==> config.mk <==
export PLATFORM = sky130hd
export DESIGN_NAME = timer
export DESIGN_NICKNAME = d
export VERILOG_FILES = /design/src/rtl/timer.sv
export SDC_FILE = /design/constraint.sdc
export NUM_CORES = 1
export LEC_CHECK = 0
export CELL_PAD_IN_SITES_DETAIL_PLACEMENT = 1
export CELL_PAD_IN_SITES_GLOBAL_PLACEMENT = 1
export CORE_ASPECT_RATIO = 0.75
export CORE_MARGIN = 2
export CORE_UTILIZATION = 40
export DETAILED_ROUTE_END_ITERATION = 10
export PLACE_DENSITY = 0.78
export SKIP_LAST_GASP = 1
export SLEW_MARGIN = 5
export SYNTH_ARGS = -nofsm -noshare
export SYNTH_HDL_FRONTEND = slang
export SYNTH_SLANG_ARGS = --single-unit
export TNS_END_PERCENT = 100
==> constraint.sdc <==
create_clock -name clk -period 4.45 [get_ports clk]
set_input_delay 0.89 -clock clk [delete_from_list [all_inputs] [get_ports clk]]
set_output_delay 0.89 -clock clk [all_outputs]
set_load 0.05 [all_outputs]
==> src/rtl/timer.sv <==
// timer -- memory-mapped DMG timer block (DIV / TIMA / TMA / TAC at FF04-FF07).
//
// Ports:
//   clk                input  T-cycle clock
//   reset              input  asynchronous, active-high reset
//   t_cycle[1:0]       input  CPU T-cycle phase; writes commit on the edge where t_cycle==3
//   mem_addr[15:0]     input  system bus address
//   mem_enable         input  bus access enable
//   mem_write          input  bus write enable
//   mem_data_write[7:0] input write data
//   mem_data_read[7:0] output read data (combinational, 8'hFF when not selected)
//   mem_select         output address hits FF04-FF07 with mem_enable high (combinational)
//   interrupt_request  output one-clk pulse after TIMA is reloaded from TMA
module timer #(
  parameter logic [15:0] COUNTER_RESET = 16'hABCC
) (
  input  logic        clk,
  input  logic        reset,
  input  logic [1:0]  t_cycle,
  input  logic [15:0] mem_addr,
  input  logic        mem_enable,
  input  logic        mem_write,
  input  logic [7:0]  mem_data_write,
  output logic [7:0]  mem_data_read,
  output logic        mem_select,
  output logic        interrupt_request
);

  logic [15:0] counter;
  logic [7:0]  tima, tma;
  logic [2:0]  tac;
  logic [2:0]  reload;     // overflow countdown: 4 after overflow, reload happens when it reads 1
  logic        prev_tick;

  logic        tap, tick, fall;
  logic        wr, wr_div, wr_tima, wr_tma, wr_tac;
  logic [7:0]  tima_next, tma_next;
  logic [2:0]  reload_next;
  logic        irq_next;

  // FF04..FF07 share address bits [15:2]
  assign mem_select = mem_enable && (mem_addr[15:2] == 14'h3FC1);

  assign wr      = mem_select && mem_write && (t_cycle == 2'd3);
  assign wr_div  = wr && (mem_addr[1:0] == 2'd0);
  assign wr_tima = wr && (mem_addr[1:0] == 2'd1);
  assign wr_tma  = wr && (mem_addr[1:0] == 2'd2);
  assign wr_tac  = wr && (mem_addr[1:0] == 2'd3);

  always_comb begin
    case (tac[1:0])
      2'b00:   tap = counter[9];
      2'b01:   tap = counter[3];
      2'b10:   tap = counter[5];
      default: tap = counter[7];
    endcase
  end

  // Falling edge of the gated tap. DIV resets and TAC changes can drop the
  // tick too; those glitch increments are deliberate hardware behaviour.
  assign tick = tac[2] & tap;
  assign fall = prev_tick & ~tick;

  always_comb begin
    mem_data_read = 8'hFF;
    if (mem_select) begin
      case (mem_addr[1:0])
        2'd0:    mem_data_read = counter[15:8];
        2'd1:    mem_data_read = tima;
        2'd2:    mem_data_read = tma;
        default: mem_data_read = {5'b11111, tac};
      endcase
    end
  end

  assign tma_next = wr_tma ? mem_data_write : tma;

  always_comb begin
    tima_next   = tima;
    reload_next = reload;
    irq_next    = 1'b0;
    if (reload != 3'd0) reload_next = reload - 3'd1;
    if (reload == 3'd1) begin
      // Reload edge: TMA (including a same-edge TMA write) beats any TIMA write.
      tima_next = tma_next;
      irq_next  = 1'b1;
    end else begin
      if (fall) begin
        if (tima == 8'hFF) begin
          tima_next   = 8'h00;
          reload_next = 3'd4;
        end else begin
          tima_next = tima + 8'd1;
        end
      end
      // A CPU write wins over an increment and cancels a pending reload.
      if (wr_tima) begin
        tima_next   = mem_data_write;
        reload_next = 3'd0;
      end
    end
  end

  always_ff @(posedge clk or posedge reset) begin
    if (reset) begin
      counter           <= COUNTER_RESET;
      tima              <= 8'h00;
      tma               <= 8'h00;
      tac               <= 3'd0;
      reload            <= 3'd0;
      prev_tick         <= 1'b0;
      interrupt_request <= 1'b0;
    end else begin
      counter           <= wr_div ? 16'h0000 : counter + 16'd1;
      tima              <= tima_next;
      tma               <= tma_next;
      if (wr_tac) tac   <= mem_data_write[2:0];
      reload            <= reload_next;
      prev_tick         <= tick;
      interrupt_request <= irq_next;
    end
  end

endmodule

# --- Yosys cells after proc, flatten, opt, wreduce, memory -nomap -nowiden ---
# Index checks and enable logic that the tools add are counted.
totals:
  inputBits: 30
  register_bits: 40
  word_cells: 48
classes:
  reduce_logical: 11
  mux: 15
  n_eq_ne: 9
  n_bitwise: 3
  addsub: 3
op_table:
  columns: ["op", "count"]
  rows:
  - ["two-way mux 8 bit", 6]
  - ["one-hot mux 8 bit (3 select lines)", 1]
  - ["adder 16 x 1 -> 16 bit, second input constant", 1]
  - ["two-way mux 16 bit", 1]
  - ["two-way mux 3 bit", 5]
  - ["equality test 14 bit, second input constant", 1]
  - ["adder 8 x 1 -> 8 bit, second input constant", 1]
  - ["equality test 2 bit, second input constant", 4]
  - ["equality test 8 bit, second input constant", 1]
  - ["logical AND 1 bit", 7]
  - ["nonzero test 3 bit", 2]
  - ["equality test 2 x 1 -> 1 bit, second input constant", 2]
  - ["zero test 2 bit", 2]
  - ["equality test 3 x 1 -> 1 bit, second input constant", 1]
  - ["one-hot mux 1 bit (3 select lines)", 1]
  - ["subtractor 3 x 1 -> 3 bit, second input constant", 1]
  - ["AND 1 bit", 2]
  - ["two-way mux 1 bit", 1]
  - ["NOT 1 bit", 1]

# --- Depth between registers and ports, before layout ---
depth:
  word_depth: 8
  ltp_mapped: 10
  mapped_depth_nobuf: 8

# --- Worst setup path after synthesis ---
# OpenSTA, ideal clock, no wires.
synth_timing:
  path_kind: "input to output"
  startpoint: "input mem_addr[4]"
  endpoint: "output mem_data_read[3]"
  t_required_ns: 3.560
  cell_stages: 4
  t_arrival_ns: 2.772
  slack_ns: 0.788
  cell_sequence: "nand4bb_1 -> nor4_4 -> clkbuf_1 -> nand2_1"
synth_via:
  elab_chain_cells: 3
synth_rtl:
  columns: ["element", "line_no", "rtl"]
  rows:
  - ["from (decl)", "20", "input logic [15:0] mem_addr,"]
  - ["equality test 14 bit", "42", "assign mem_select = mem_enable && (mem_addr[15:2] == 14'h3FC1);"]
  - ["logical AND 1 bit", "42", null]
  - ["named net mem_select", "25", "output logic mem_select,"]
  - ["two-way mux 8 bit", "66", "if (mem_select) begin"]
  - ["to (decl)", "24", "output logic [7:0] mem_data_read,"]
# The timed path passes the listed nets, and every way through them passes these cells.

# --- Worst setup path after layout ---
layout_timing:
  startpoint: "input mem_addr[1]"
  endpoint: "output mem_data_read[0]"
layout_via:
  elab_chain_cells: 3
  elab_cells_between_ends: 5
  cone_classes: "eq/ne (2); mux (2); reduce/logical (1)"
layout_rtl:
  columns: ["element", "line_no", "rtl"]
  rows:
  - ["equality test 2 bit (tied with other cells)", "67", "case (mem_addr[1:0])"]
  - ["one-hot mux 8 bit (3 select lines) *", "67", null]
  - ["two-way mux 8 bit *", "66", null]
# Mark *: on every way between the ends. The rest lies on a longest branch, timed or not.

==> results.md <==
- Final net count: 322
- Count of final setup violators: 0
- WP buf/inv: 2
- # DRC: 0
- HP Class: flip-flop to flip-flop
- Ant diodes: 0
- CP peak stage delay: 0.77 ns
- CP Capture Type: primary output
- Clock root cell: clkbuf_8
- Hold Fails Final Rpt: 0
- # H-tree levels: 2
- Leak: 1.24 nW
- Core Box Area: 5800 sq um
- Vias in the first global route: 2,184
- Critical path arrival: 3.09 ns
- Status: complete, no violations
- Flop-to-flop setup slack: 2.11 ns
- FFs w/ async S/R, synth: 1.00
- Clk sink count: 40
- Placer Congestion: 0.864
- Routed vias/inst: 5.65
- Largest net degree at the start of global routing: 41
- Final Cycle Share: 0.894
- Clock Latency Late Sink: 0.29 ns
- Post-synthesis cell area: 2400 sq um
- Synth top area share: 0.323
- Commonest non-fill, non-tap cell in the layout: clkdlybuf4s50_1
- Num rows: 24
- Reg area: 1010 sq um
- Power per cell area: 357 nW/um^2
- CP max-delay cell: clkdlybuf4s50_1
- CP Max Fanout: 9
- Synth area leaders: dfrtp_1 32%, dfstp_2 9.9%, mux2_2 7.5%, nor2_1 4.2%, mux4_2 3.8%
- Mean Syn Cell Area: 9.84 sq um
- Clock Skews: 0.00593 ns
- Die height: 71.1 um
- Grt ovf: 0
- Drt wl/cell: 17.5 um
- Worst min-delay path startpoint: counter[0]
- Crit Reg-Reg Endpoint: tima[5]
- CP Cell Sequence: clkdlybuf4s50_1, mux4_2, nand2b_1, clkdlybuf4s50_1
- Setup ws final: 0.474 ns
- M2 GR Usage: 0.337
- Area of the multi-input gates: 1320 sq um
- Synth Flop Type: dfrtp_1
- Setup tns final: 0 ns
- Cells after Synth: 244
- Die width: 93.4 um
- Reg clk slew, reported paths: 0.07 ns
- Worst-margin pin slew: 0.949 ns
- Post-CTS sizing: 0
- Initial antenna violation count: 0
- Beginning of the worst register-to-register path: tima[0]
- Slew HR: 0.361
- Max Slew Vio Count: 0
- Fin crit period: 3.98 ns
- Setup slack at placement: 0.462 ns
- Count of state elements after synthesis: 40
- R2R cell count: 7
- CP delay by family, top: buffers and inverters
- Yosys warnings: 0
- Worst EP required: 3.56 ns
- Io pins: 40
- P&R area growth vs syn: 25.0%
- Synth area leader: dfrtp_1
- DP Wirelength: 4760 um
- Unique masters post-synth: 49
- Met1 Use GR: 0.310
- Setup repair bufs after CTS: 0
- Maximum VDD drop: 247 uV
- Number of buffers added on ports: 39
- Fmax: 251 MHz
- Cts hold-fix bufs: 0
- EDFF count, synth: 0
- Commonest non-fill, non-tap cells in the layout: 38 x clkdlybuf4s50_1, 31 x dfrtp_1, 27 x nor2_1
- Startpoint types: primary input
- Unrepaired setup endpoints after global routing: no
- Maximum root-to-sink buffer count: 2
- DR iter-0 viols: 64
- Die area: 6640 sq um
- Initial core utilization: 0.414
- Pre-antenna DRT Iters: 4
- Total number of vias: 2,068
- Final ANT Viol Nets: 0
- Min-Delay Endpoint: counter[0]
- Post-Route WL: 6400 um
- Share of post-route cells with drive strength above 1: 0.177
- Maxcap violations: 0
- Global-route usage over all layers: 0.212
- CTS tree: done
- Filler cell count: 663
- First-pass GRT wire length: 11,000 um
- Met3 usage: 0.0330
- Seq/Total Area, Yosys: 0.422
- Syn nets: 279
- CP dominant cell by count: clkdlybuf4s50_1
- Setup CP Type: primary input to primary output
- Gr busiest metal: met2
- TritonCTS Buffers: 5
- WHS Path Cells: 1
[worst max-delay path by stage]
stage | start | end | slack, ns | cells past startpoint
6_report | mem_addr[1] | mem_data_read[0] | 0.47 | 4
5_1_grt | mem_addr[0] | mem_data_read[3] | 0.39 | 5
4_1_cts | mem_addr[1] | mem_data_read[2] | 0.45 | 4
3_5_place_dp | mem_addr[1] | mem_data_read[2] | 0.46 | 4
3_3_place_gp | mem_addr[1] | mem_data_read[0] | 0.45 | 4
2_1_floorplan | mem_addr[4] | mem_data_read[3] | 0.79 | 4
[registers in the layout, indices dropped and copies added (netlist names)]
register           count
reload                 3
tma                    8
tima                   8
tac                    3
prev_tick              1
counter               16
interrupt_request      1
[power by group]
group          internal [mW]  leakage (nW)  switching [mW]
combinational          0.151         0.692           0.167
clock                  0.167        0.0552           0.129
sequential             0.405         0.494          0.0533
[cells by family (layout without fill, tap and decap cells)]
logic type / after synthesis / count (layout) / synth area share
xor gates and xnor gates: 14 / 14 / 0.0511
DFF: 40 / 40 / 0.422
buffers and inverters: 16 / 60 / 0.0271
muxes: 21 / 21 / 0.117
and+or+nand+nor: 100 / 100 / 0.220
adders and majority gates: 5 / 5 / 0.0261
AOI/OAI and AO/OA: 48 / 48 / 0.138
[metal layers]
metal | vias up | wire, um
met4 | 0 | 48
met1 | 1049 | 3250
met3 | 4 | 194
met2 | 39 | 2900
met5 | - | 0
li1 | 976 | -
[Yosys cell counts (5+ instances only)]
| cell | n |
|---|---|
| dfrtp_1 | 31 |
| nor2_1 | 27 |
| nand2_1 | 24 |
| mux2_2 | 16 |
| a21oi_1 | 11 |
| xor2_1 | 10 |
| dfstp_2 | 9 |
| nand3_1 | 9 |
| inv_1 | 7 |
| nand2b_1 | 6 |
| o21ai_0 | 6 |
| o22ai_1 | 6 |
| and3_1 | 5 |
| ha_1 | 5 |
| or3_1 | 5 |
[metrics by stage]
step	hold WS (ns)	util	cell area, sq um	power (mW)	instances
2_1_floorplan	0.454	-	2400	0.672	244
3_3_place_gp	0.475	0.499	2890	0.765	358
3_5_place_dp	0.479	0.499	2890	0.776	358
4_1_cts	0.497	0.517	3000	1.08	366
5_1_grt	0.548	0.517	3000	1.14	366
6_report	0.494	0.517	3000	1.07	366
[final cells by class]
class | count | share of cell area
multi-input combinational | 188 | 0.441
inverter | 7 | 0.00876
sequential | 40 | 0.338
clock buffer | 6 | 0.0242
clock inverter | 2 | 0.0117
timing repair buffer | 45 | 0.144
tap | 78 | 0.0325
No activity file was read; power rests on OpenSTA's default activity.
